File: config.mk
export PLATFORM = sky130hd
export DESIGN_NAME = tx_bit_timer_flat
export DESIGN_NICKNAME = d
export VERILOG_FILES = /design/src/rtl/tx_bit_timer_pkg.sv /design/src/rtl/tx_bit_timer_if.sv /design/src/rtl/down_counter.sv /design/src/rtl/tx_bit_timer.sv /design/src/flat_wrapper.sv
export SDC_FILE = /design/constraint.sdc
export NUM_CORES = 1
export LEC_CHECK = 0
export BUFFER_PORTS_ARGS = -buffer_cell sky130_fd_sc_hd__buf_4
export CORE_ASPECT_RATIO = 1.4
export CORE_UTILIZATION = 47
export CTS_BUF_LIST = sky130_fd_sc_hd__clkbuf_2 sky130_fd_sc_hd__clkbuf_4 sky130_fd_sc_hd__clkbuf_8
export CTS_CLUSTER_SIZE = 8
export DETAILED_ROUTE_END_ITERATION = 10
export MAX_ROUTING_LAYER = met4
export PLACE_DENSITY = 0.78
export SYNTH_ARGS = -nofsm -noshare
export SYNTH_HDL_FRONTEND = slang
export SYNTH_SLANG_ARGS = --single-unit
File: constraint.sdc
create_clock -name clk -period 3.45 [get_ports clk]
set_input_delay 0.345 -clock clk [delete_from_list [all_inputs] [get_ports clk]]
set_output_delay 0.345 -clock clk [all_outputs]
set_load 0.01 [all_outputs]
File: src/rtl/tx_bit_timer_pkg.sv
// rtl/tx_bit_timer_pkg.sv - shared FSM state encoding and default widths for tx_bit_timer
package tx_bit_timer_pkg;

  localparam int DEF_CNT_BITS = 4;
  localparam int DEF_BIT_BITS = 4;

  typedef enum logic [1:0] {
    IDLE = 2'd0,
    LOAD = 2'd1,
    BIT  = 2'd2,
    DONE = 2'd3
  } state_t;

endpackage

File: src/rtl/tx_bit_timer_if.sv
// rtl/tx_bit_timer_if.sv - control/config inputs and strobe outputs of tx_bit_timer
interface tx_bit_timer_if #(
  parameter int NUM_CNT_BITS = 4,
  parameter int NUM_BIT_BITS = 4
);

  logic                    start;
  logic                    abort;
  logic [NUM_CNT_BITS-1:0] bit_period;
  logic [NUM_BIT_BITS-1:0] num_bits;
  logic                    busy;
  logic                    load_strobe;
  logic                    shift_strobe;
  logic [NUM_BIT_BITS-1:0] bit_index;
  logic                    packet_done;

  modport master (
    output start, abort, bit_period, num_bits,
    input  busy, load_strobe, shift_strobe, bit_index, packet_done
  );

  modport slave (
    input  start, abort, bit_period, num_bits,
    output busy, load_strobe, shift_strobe, bit_index, packet_done
  );

endinterface

File: src/rtl/down_counter.sv
// rtl/down_counter.sv - loadable down-counter; tc flags the cycle the count equals 1
module down_counter #(
  parameter int WIDTH = 4
) (
  input  logic             clk,
  input  logic             n_rst,
  input  logic             enable,
  input  logic             load,
  input  logic [WIDTH-1:0] load_val,
  output logic [WIDTH-1:0] count_out,
  output logic             tc
);

  always_ff @(posedge clk or negedge n_rst) begin
    if (!n_rst) begin
      count_out <= '0;
    end else if (load) begin
      count_out <= load_val;
    end else if (enable) begin
      count_out <= count_out - WIDTH'(1);
    end
  end

  assign tc = (count_out == WIDTH'(1));

endmodule

File: src/rtl/tx_bit_timer.sv
// rtl/tx_bit_timer.sv - packet bit timer: load pulse, per-bit shift pulses, done pulse
module tx_bit_timer
  import tx_bit_timer_pkg::*;
#(
  parameter int NUM_CNT_BITS = DEF_CNT_BITS,
  parameter int NUM_BIT_BITS = DEF_BIT_BITS
) (
  input logic           clk,
  input logic           n_rst,
  tx_bit_timer_if.slave bus
);

  state_t                  state;
  state_t                  state_nxt;
  logic [NUM_CNT_BITS-1:0] period_in;
  logic [NUM_CNT_BITS-1:0] period_q;
  logic [NUM_CNT_BITS-1:0] cnt_load_val;
  logic [NUM_CNT_BITS-1:0] cnt;
  logic [NUM_BIT_BITS-1:0] nbits_q;
  logic [NUM_BIT_BITS-1:0] bit_index_q;
  logic                    cnt_en;
  logic                    cnt_load;
  logic                    cnt_tc;
  logic                    last_bit;

  // A period of 0 behaves as 1 so the counter still hits its terminal count.
  assign period_in    = (bus.bit_period == '0) ? NUM_CNT_BITS'(1) : bus.bit_period;
  assign cnt_load_val = (state == LOAD) ? period_in : period_q;
  assign cnt_en       = (state == BIT);
  assign cnt_load     = (state == LOAD) || ((state == BIT) && cnt_tc);
  assign last_bit     = (bit_index_q == nbits_q - NUM_BIT_BITS'(1));

  down_counter #(
    .WIDTH(NUM_CNT_BITS)
  ) u_period (
    .clk      (clk),
    .n_rst    (n_rst),
    .enable   (cnt_en),
    .load     (cnt_load),
    .load_val (cnt_load_val),
    .count_out(cnt),
    .tc       (cnt_tc)
  );

  always_ff @(posedge clk or negedge n_rst) begin
    if (!n_rst) begin
      state <= IDLE;
    end else begin
      state <= state_nxt;
    end
  end

  always_comb begin
    state_nxt = state;
    case (state)
      IDLE: if (bus.start && !bus.abort) state_nxt = LOAD;
      LOAD: begin
        if (bus.abort)                state_nxt = IDLE;
        else if (bus.num_bits == '0)  state_nxt = DONE;
        else                          state_nxt = BIT;
      end
      BIT: begin
        if (bus.abort)                state_nxt = IDLE;
        else if (cnt_tc && last_bit)  state_nxt = DONE;
      end
      DONE:    state_nxt = IDLE;
      default: state_nxt = IDLE;
    endcase
  end

  // Configuration is captured only in LOAD; later input changes never reach the timing.
  always_ff @(posedge clk or negedge n_rst) begin
    if (!n_rst) begin
      period_q    <= '0;
      nbits_q     <= '0;
      bit_index_q <= '0;
    end else if (state == LOAD) begin
      period_q    <= period_in;
      nbits_q     <= bus.num_bits;
      bit_index_q <= '0;
    end else if ((state == BIT) && cnt_tc) begin
      bit_index_q <= bit_index_q + NUM_BIT_BITS'(1);
    end
  end

  assign bus.busy         = (state != IDLE);
  assign bus.load_strobe  = (state == LOAD);
  assign bus.shift_strobe = (state == BIT) && cnt_tc;
  assign bus.packet_done  = (state == DONE);
  assign bus.bit_index    = bit_index_q;

  logic unused_cnt;
  assign unused_cnt = ^cnt;

endmodule

File: src/flat_wrapper.sv
// flat-port wrapper written by rule: the top's interface ports become plain ports
module tx_bit_timer_flat import tx_bit_timer_pkg::*;
#(
  parameter int NUM_CNT_BITS = DEF_CNT_BITS,
  parameter int NUM_BIT_BITS = DEF_BIT_BITS
)
  (clk, n_rst, bus_start, bus_abort, bus_bit_period, bus_num_bits, bus_busy, bus_load_strobe, bus_shift_strobe, bus_bit_index, bus_packet_done);
  tx_bit_timer_if #(.NUM_CNT_BITS(NUM_CNT_BITS), .NUM_BIT_BITS(NUM_BIT_BITS)) bus_i ();
  input logic clk;
  input logic n_rst;
  input wire logic [$bits(bus_i.start)-1:0] bus_start;
  input wire logic [$bits(bus_i.abort)-1:0] bus_abort;
  input wire logic [$bits(bus_i.bit_period)-1:0] bus_bit_period;
  input wire logic [$bits(bus_i.num_bits)-1:0] bus_num_bits;
  output wire logic [$bits(bus_i.busy)-1:0] bus_busy;
  output wire logic [$bits(bus_i.load_strobe)-1:0] bus_load_strobe;
  output wire logic [$bits(bus_i.shift_strobe)-1:0] bus_shift_strobe;
  output wire logic [$bits(bus_i.bit_index)-1:0] bus_bit_index;
  output wire logic [$bits(bus_i.packet_done)-1:0] bus_packet_done;
  assign bus_i.start = bus_start;
  assign bus_i.abort = bus_abort;
  assign bus_i.bit_period = bus_bit_period;
  assign bus_i.num_bits = bus_num_bits;
  assign bus_busy = bus_i.busy;
  assign bus_load_strobe = bus_i.load_strobe;
  assign bus_shift_strobe = bus_i.shift_strobe;
  assign bus_bit_index = bus_i.bit_index;
  assign bus_packet_done = bus_i.packet_done;
  tx_bit_timer #(.NUM_CNT_BITS(NUM_CNT_BITS), .NUM_BIT_BITS(NUM_BIT_BITS)) u_core (.clk(clk), .n_rst(n_rst), .bus(bus_i));
endmodule
==> results of run 1 <==
-- critical path, delay by kind of cell (launching register included) --
kind       cells  cell delay [ns]
fa+ha+maj      1             0.73
flops          1             0.43
buf+inv        2             0.37
-- state kept, by name (all words and copies together), names as in the netlist --
name                       cells
u_core.period_q                4
u_core.state                   2
u_core.u_period.count_out      4
u_core.nbits_q                 4
u_core.bus.bit_index           4
-- final timing paths --
path / slack, ns / endpoint / cells past startpoint / start
max reg2reg: 1.33 / u_core.u_period.count_out[1] / 5 / u_core.state[1]
max: 1.28 / bus_load_strobe / 3 / u_core.state[1]
min in group asynchronous: 0.44 / u_core.bus.bit_index[0] / 2 / n_rst
min reg2reg: 0.50 / u_core.period_q[3] / 1 / u_core.period_q[3]
min: 0.28 / u_core.nbits_q[0] / 3 / bus_num_bits[0]
max in group asynchronous: 2.81 / u_core.period_q[3] / 2 / n_rst
-- cell usage after synthesis --
| master | number |
|---|---|
| a2111o_1 | 1 |
| a21o_1 | 1 |
| a21oi_1 | 5 |
| a2bb2oi_1 | 1 |
| and4bb_2 | 1 |
| buf_2 | 1 |
| clkbuf_1 | 4 |
| dfrtp_1 | 18 |
| ha_1 | 9 |
| inv_1 | 8 |
| mux2_2 | 5 |
| mux2i_1 | 1 |
| nand2_1 | 4 |
| nand2b_1 | 2 |
| nand3b_1 | 3 |
| nand4_1 | 1 |
| nor2_1 | 8 |
| nor2b_1 | 1 |
| nor3_1 | 4 |
| nor4_1 | 1 |
| o2111ai_1 | 1 |
| o211ai_1 | 1 |
| o21ai_0 | 7 |
| o221ai_1 | 1 |
| o32a_1 | 1 |
| or2b_1 | 1 |
| or3_1 | 2 |
| or3b_1 | 1 |
| or4_1 | 1 |
| or4b_2 | 1 |
| xnor2_1 | 7 |
| xor2_1 | 2 |
-- cell families after synthesis --
group                      after synthesis  synth area share
and+or+nand+nor                         31             0.168
AOI/OAI and AO/OA                       19             0.116
DFF                                     18             0.426
buffers and inverters                   13            0.0473
xor gates and xnor gates                 9            0.0745
adders and majority gates                9             0.106
muxes                                    6            0.0626
-- what timing repair did --
action	4_1_cts	5_1_grt
hold buffers	1	0
endpoints found under the hold margin	18	0
endpoints found under the setup margin	0	0
-- per-layer routing --
metal | up-vias | GRT usage | part of all wire
met2 | 13 | 0.317 | 0.51
met5 | - | - | 0
met4 | 0 | 0.0938 | 0.021
li1 | 400 | - | -
met3 | 6 | 0.0187 | 0.024
met1 | 401 | 0.219 | 0.45
-- metrics by stage --
stage	power, mW	util	std cells
floorplan	0.729	-	105
global placement	0.827	0.562	141
detailed placement	0.848	0.562	141
CTS	0.980	0.583	146
global route	1.06	0.583	146
finish	0.975	0.583	146
-- report_power, final --
group | internal [mW] | switching [mW]
clock | 0.0643 | 0.0685
combinational | 0.240 | 0.251
sequential | 0.294 | 0.0572
-- area by class of cell --
| class | count | area (µm²) | share of cell area |
|---|---|---|---|
| Clock buffer | 4 | 36.3 | 0.0289 |
| Inverter | 8 | 30.0 | 0.0239 |
| Multi-Input combinational cell | 74 | 558 | 0.445 |
| Sequential cell | 18 | 450 | 0.359 |
| Tap cell | 22 | 27.5 | 0.0219 |
| Timing Repair Buffer | 20 | 153 | 0.122 |
==> metrics.yaml, run 1 <==
die_y_um: 58.2
rows: 20
drive_above_1_share: 0.242
path_clk_slew_ns: 0.11
worstSetupPathType: "reg -> out"
cts_sinks: 18
syn_area_um2: 1060
numCtsBuffers: 3
clk_path_buf_depth: 2
final_cell_mix: "19 x buf_4, 18 x dfrtp_1, 9 x ha_1, 8 x inv_1, 8 x nor2_1"
holdWs_ns: 0.276
p_per_area_nw_per_um2: 777
grt_pass1_wl_mm: 3.42
cts-root-buf: "clkbuf_4"
post_cts_buffers: 0
cap_violations: 0
first_iter_violations: 8
grt_max_degree: 27
layout_commonest_cell: "buf_4"
drtPass1Iterations: 4
fin_worst_skew_ns: 0.00655
path_cells: "inv_1 > ha_1 > buf_4"
fmax_mhz: 461
drc: 0
grt_overflow: 0
cp_slowest_stage_delay_ns: 0.73
cts_resized: 0
status: "complete, no violations"
ys_seq_area_frac: 0.426
worstMarginPinSlew_ns: 0.861
start_util: 0.492
synth_seq_cells: 18
gp_congestion: 0.820
syn2layout_area_growth_pct: 18.6
cts_tree: "done"
antenna_found_initial: 0
design_area_um2: 1250
wl_per_cell_um: 13.6
maxSlewHeadroom: 0.426
period_share: 0.629
die-area_um2: 2450
p_leak_nw: 0.572
syn-num-nets: 126
slew_viol_final: 0
hold_viol: 0
via_count: 820
cp.required_ns: 3.11
finalNetCount: 146
vias_per_cell: 5.62
start_kind: "register"
setup_tns_ns: 0
synth.distinct_cells: 32
grt_pass1_vias: 810
ir_drop_mv: 0.363
dieWidth_um: 42.1
synth_top_area_cell: "dfrtp_1"
hpwlAfterDp_mm: 1.52
dpl-instance-area_um2: 1210
synth_warnings: 0
worstPathArrival_ns: 1.83
rsz0062_at_grt: "false"
synth_area_per_cell_um2: 10.1
core_um2: 2150
synth_area_leaders: "dfrtp_1 43%, ha_1 11%, xnor2_1 5.8%"
crit_path_end_kind: "output pin"
synth_cells: 105
track_usage: 0.187
fin_crit_ns: 2.17
cts.htree.levels: 1
synth_top_cell_area_share: 0.426
clk_latency_ns: 0.30
cpMaxStageDelayCell: "ha_1"
critPathMaxFanout: 26
layout_setup_ws_ns: 1.28
dp_slack_ns: 1.37
wirelength_mm: 1.99
port_buffers: 19
io_pins: 20
ant_nets: 0
antenna_cells: 0
hp-class: "in -> reg"
setup_violations: 0
nFillCells: 194
Note: power is estimated with default switching activity, not from simulation.
==> run 2: changes to the inputs <==
Settings changed: ABC_AREA from default to 1.
Clock period 3.45 ns to 2.23 ns, I/O delays scaled along.
==> run 2 against run 1 <==
Cell count grew 30%. Setup slack lost 0.86 ns. Clock skew shrank 0.0047 ns. Area after synthesis grew 5.1%. Synthesized cell count grew 39%. Largest power group unchanged. Highest routed layer unchanged.
==> metrics.yaml, run 2 <==
maxSlewHeadroom: 0.689
p_per_area_nw_per_um2: 1270
fmax_mhz: 552
ant_nets: 0
cp_num_buf_inv: 3
grt_pass1_wl_mm: 3.97
synthFlopType: "dfrtp_1"
clk_latency_ns: 0.30
syn2layout_area_growth_pct: 17.8
die_y_um: 59.6
p_sw_frac: 0.466
synth_edf_count: 0
drive_above_1_share: 0.226
grt_pass1_vias: 1006
vias_per_cell: 5.18
worstPathArrival_ns: 2.00
fin_worst_skew_ns: 0.00188
synth_area_per_cell_um2: 7.62
path_cells: "inv_1 > ha_1 > inv_2 > nand2_2 > inv_2 > o211ai_1 > o21ai_1"
status: "complete, no violations"
worstMarginPinSlew_ns: 0.466
placed_cells: 186
cap_violations: 0
design_area_um2: 1310
rsz0062_at_grt: "false"
synthTopCellsByCount: "41 x nand2_1, 18 x dfrtp_1, 17 x inv_1, 13 x nor2_1, 9 x ha_1"
via_count: 984
dpl-instance-area_um2: 1280
rows: 20
timing.critical_path.mode_cell: "inv_2"
cts_sinks: 18
p_int_uw: 892
p_total_mw: 1.67
cts_resized: 0
setup_violations: 0
cts_tree: "done"
p_clk_frac: 0.100
grt_overflow: 0
antenna_found_initial: 0
post_cts_buffers: 0
ys_seq_area_frac: 0.405
crit_family: "adder cells"
fin_crit_ns: 1.81
hold_buffers: 1
antenna_cells: 0
worstSetupPathType: "reg -> reg"
gp_congestion: 0.829
cpMaxStageDelayCell: "ha_1"
start_util: 0.505
switchingPower_uw: 777
numCtsBuffers: 3
port_buffers: 19
cts-root-buf: "clkbuf_4"
layout_commonest_cell: "nand2_1"
wl_per_cell_um: 11.8
die-area_um2: 2570
track_usage: 0.211
path_clk_slew_ns: 0.10
hold_viol: 0
synth_warnings: 0
cts.htree.levels: 1
synth_top_cell_area_share: 0.405
clk_path_buf_depth: 2
hold_start: "bus_num_bits[0]"
cp.required_ns: 2.41
syn-num-nets: 167
synth_seq_cells: 18
comb_power_share: 0.573
r2r_slack_ns: 0.42
final_cell_mix: "41 x nand2_1, 19 x buf_4, 18 x dfrtp_1, 17 x inv_1, 13 x nor2_1"
crit_path_end_kind: "register"
grt_max_degree: 19
synth_area_leaders: "dfrtp_1 40%, nand2_1 14%, ha_1 10%"
period_share: 0.812
io_pins: 20
critPathMaxFanout: 15
yosysMostFrequentCell: "nand2_1"
hpwlAfterDp_mm: 1.76
wirelength_mm: 2.24
drc: 0
finalNetCount: 191
drtPass1Iterations: 4
seqPwrFrac: 0.326
p_leak_nw: 0.708
fin_cells: 190
cp_slowest_stage_delay_ns: 0.46
slew_viol_final: 0
r2r_start: "u_core.state[1]"
start_kind: "register"
syn_area_um2: 1110
synth_top_area_cell: "dfrtp_1"
dieWidth_um: 43.1
synth_cells: 146
ir_drop_mv: 0.805
async_reset_ff_frac: 1.00
first_iter_violations: 29
core_um2: 2200
startpoint: "u_core.state[1]"
hp-class: "in -> reg"
setup_tns_ns: 0
synth.distinct_cells: 23
[run 2: routing by layer]
layer | vias to the layer above | part of all wire | GRT usage
met5 | - | 0 | -
met4 | 0 | 0.018 | 0.0952
met3 | 6 | 0.032 | 0.0213
met2 | 20 | 0.54 | 0.380
met1 | 454 | 0.41 | 0.232
li1 | 504 | - | -
[run 2: per-stage QoR]
stage,hold WS [ns],utilization,setup WS (ns)
detailed placement,0.105,0.580,0.453
global route,0.142,0.595,0.284
finish,0.142,0.595,0.419
floorplan,-0.0726,-,0.844
global placement,0.104,0.580,0.556
CTS,0.138,0.595,0.453
[run 2: cells by family after synthesis]
group,synth area share
and+or+nand+nor,0.298
xor gates and xnor gates,0.0236
AOI/OAI and AO/OA,0.0866
buffers and inverters,0.0855
adders and majority gates,0.101
DFF,0.405
[run 2: power by group through the flow]
stage | Sequential, mW | Clock [mW] | Combinational (mW)
floorplan | 0.534 | 0 | 0.738
global placement | 0.547 | 0 | 0.919
detailed placement | 0.554 | 0 | 0.956
CTS | 0.547 | 0.169 | 0.961
global route | 0.557 | 0.181 | 1.10
finish | 0.544 | 0.168 | 0.957
[run 2: cell type report]
class                      instances  area [µm²]
multi-input combinational        103         567
timing repair buffer              20         153
clock buffer                       3        22.5
tap                               22        27.5
inverter                          24        90.1
fill                             190         892
sequential                        18         450
[run 2: tightest hold or removal path, delay by kind of cell]
family	cells	cell delay, ns
buffers and inverters	1	0.08
AOI/OAI and AO/OA	1	0.06
and+or+nand+nor	1	0.04
[run 2: worst paths after layout]
| kind | depth (start not counted) | to |
|---|---|---|
| worst max-delay path | 7 | u_core.u_period.count_out[3] |
| max in group asynchronous | 2 | u_core.state[0] |
| worst max register to register | 7 | u_core.u_period.count_out[3] |
| min in group asynchronous | 2 | u_core.bus.bit_index[2] |
| worst min-delay path | 3 | u_core.nbits_q[0] |
| worst min register to register | 2 | u_core.period_q[0] |
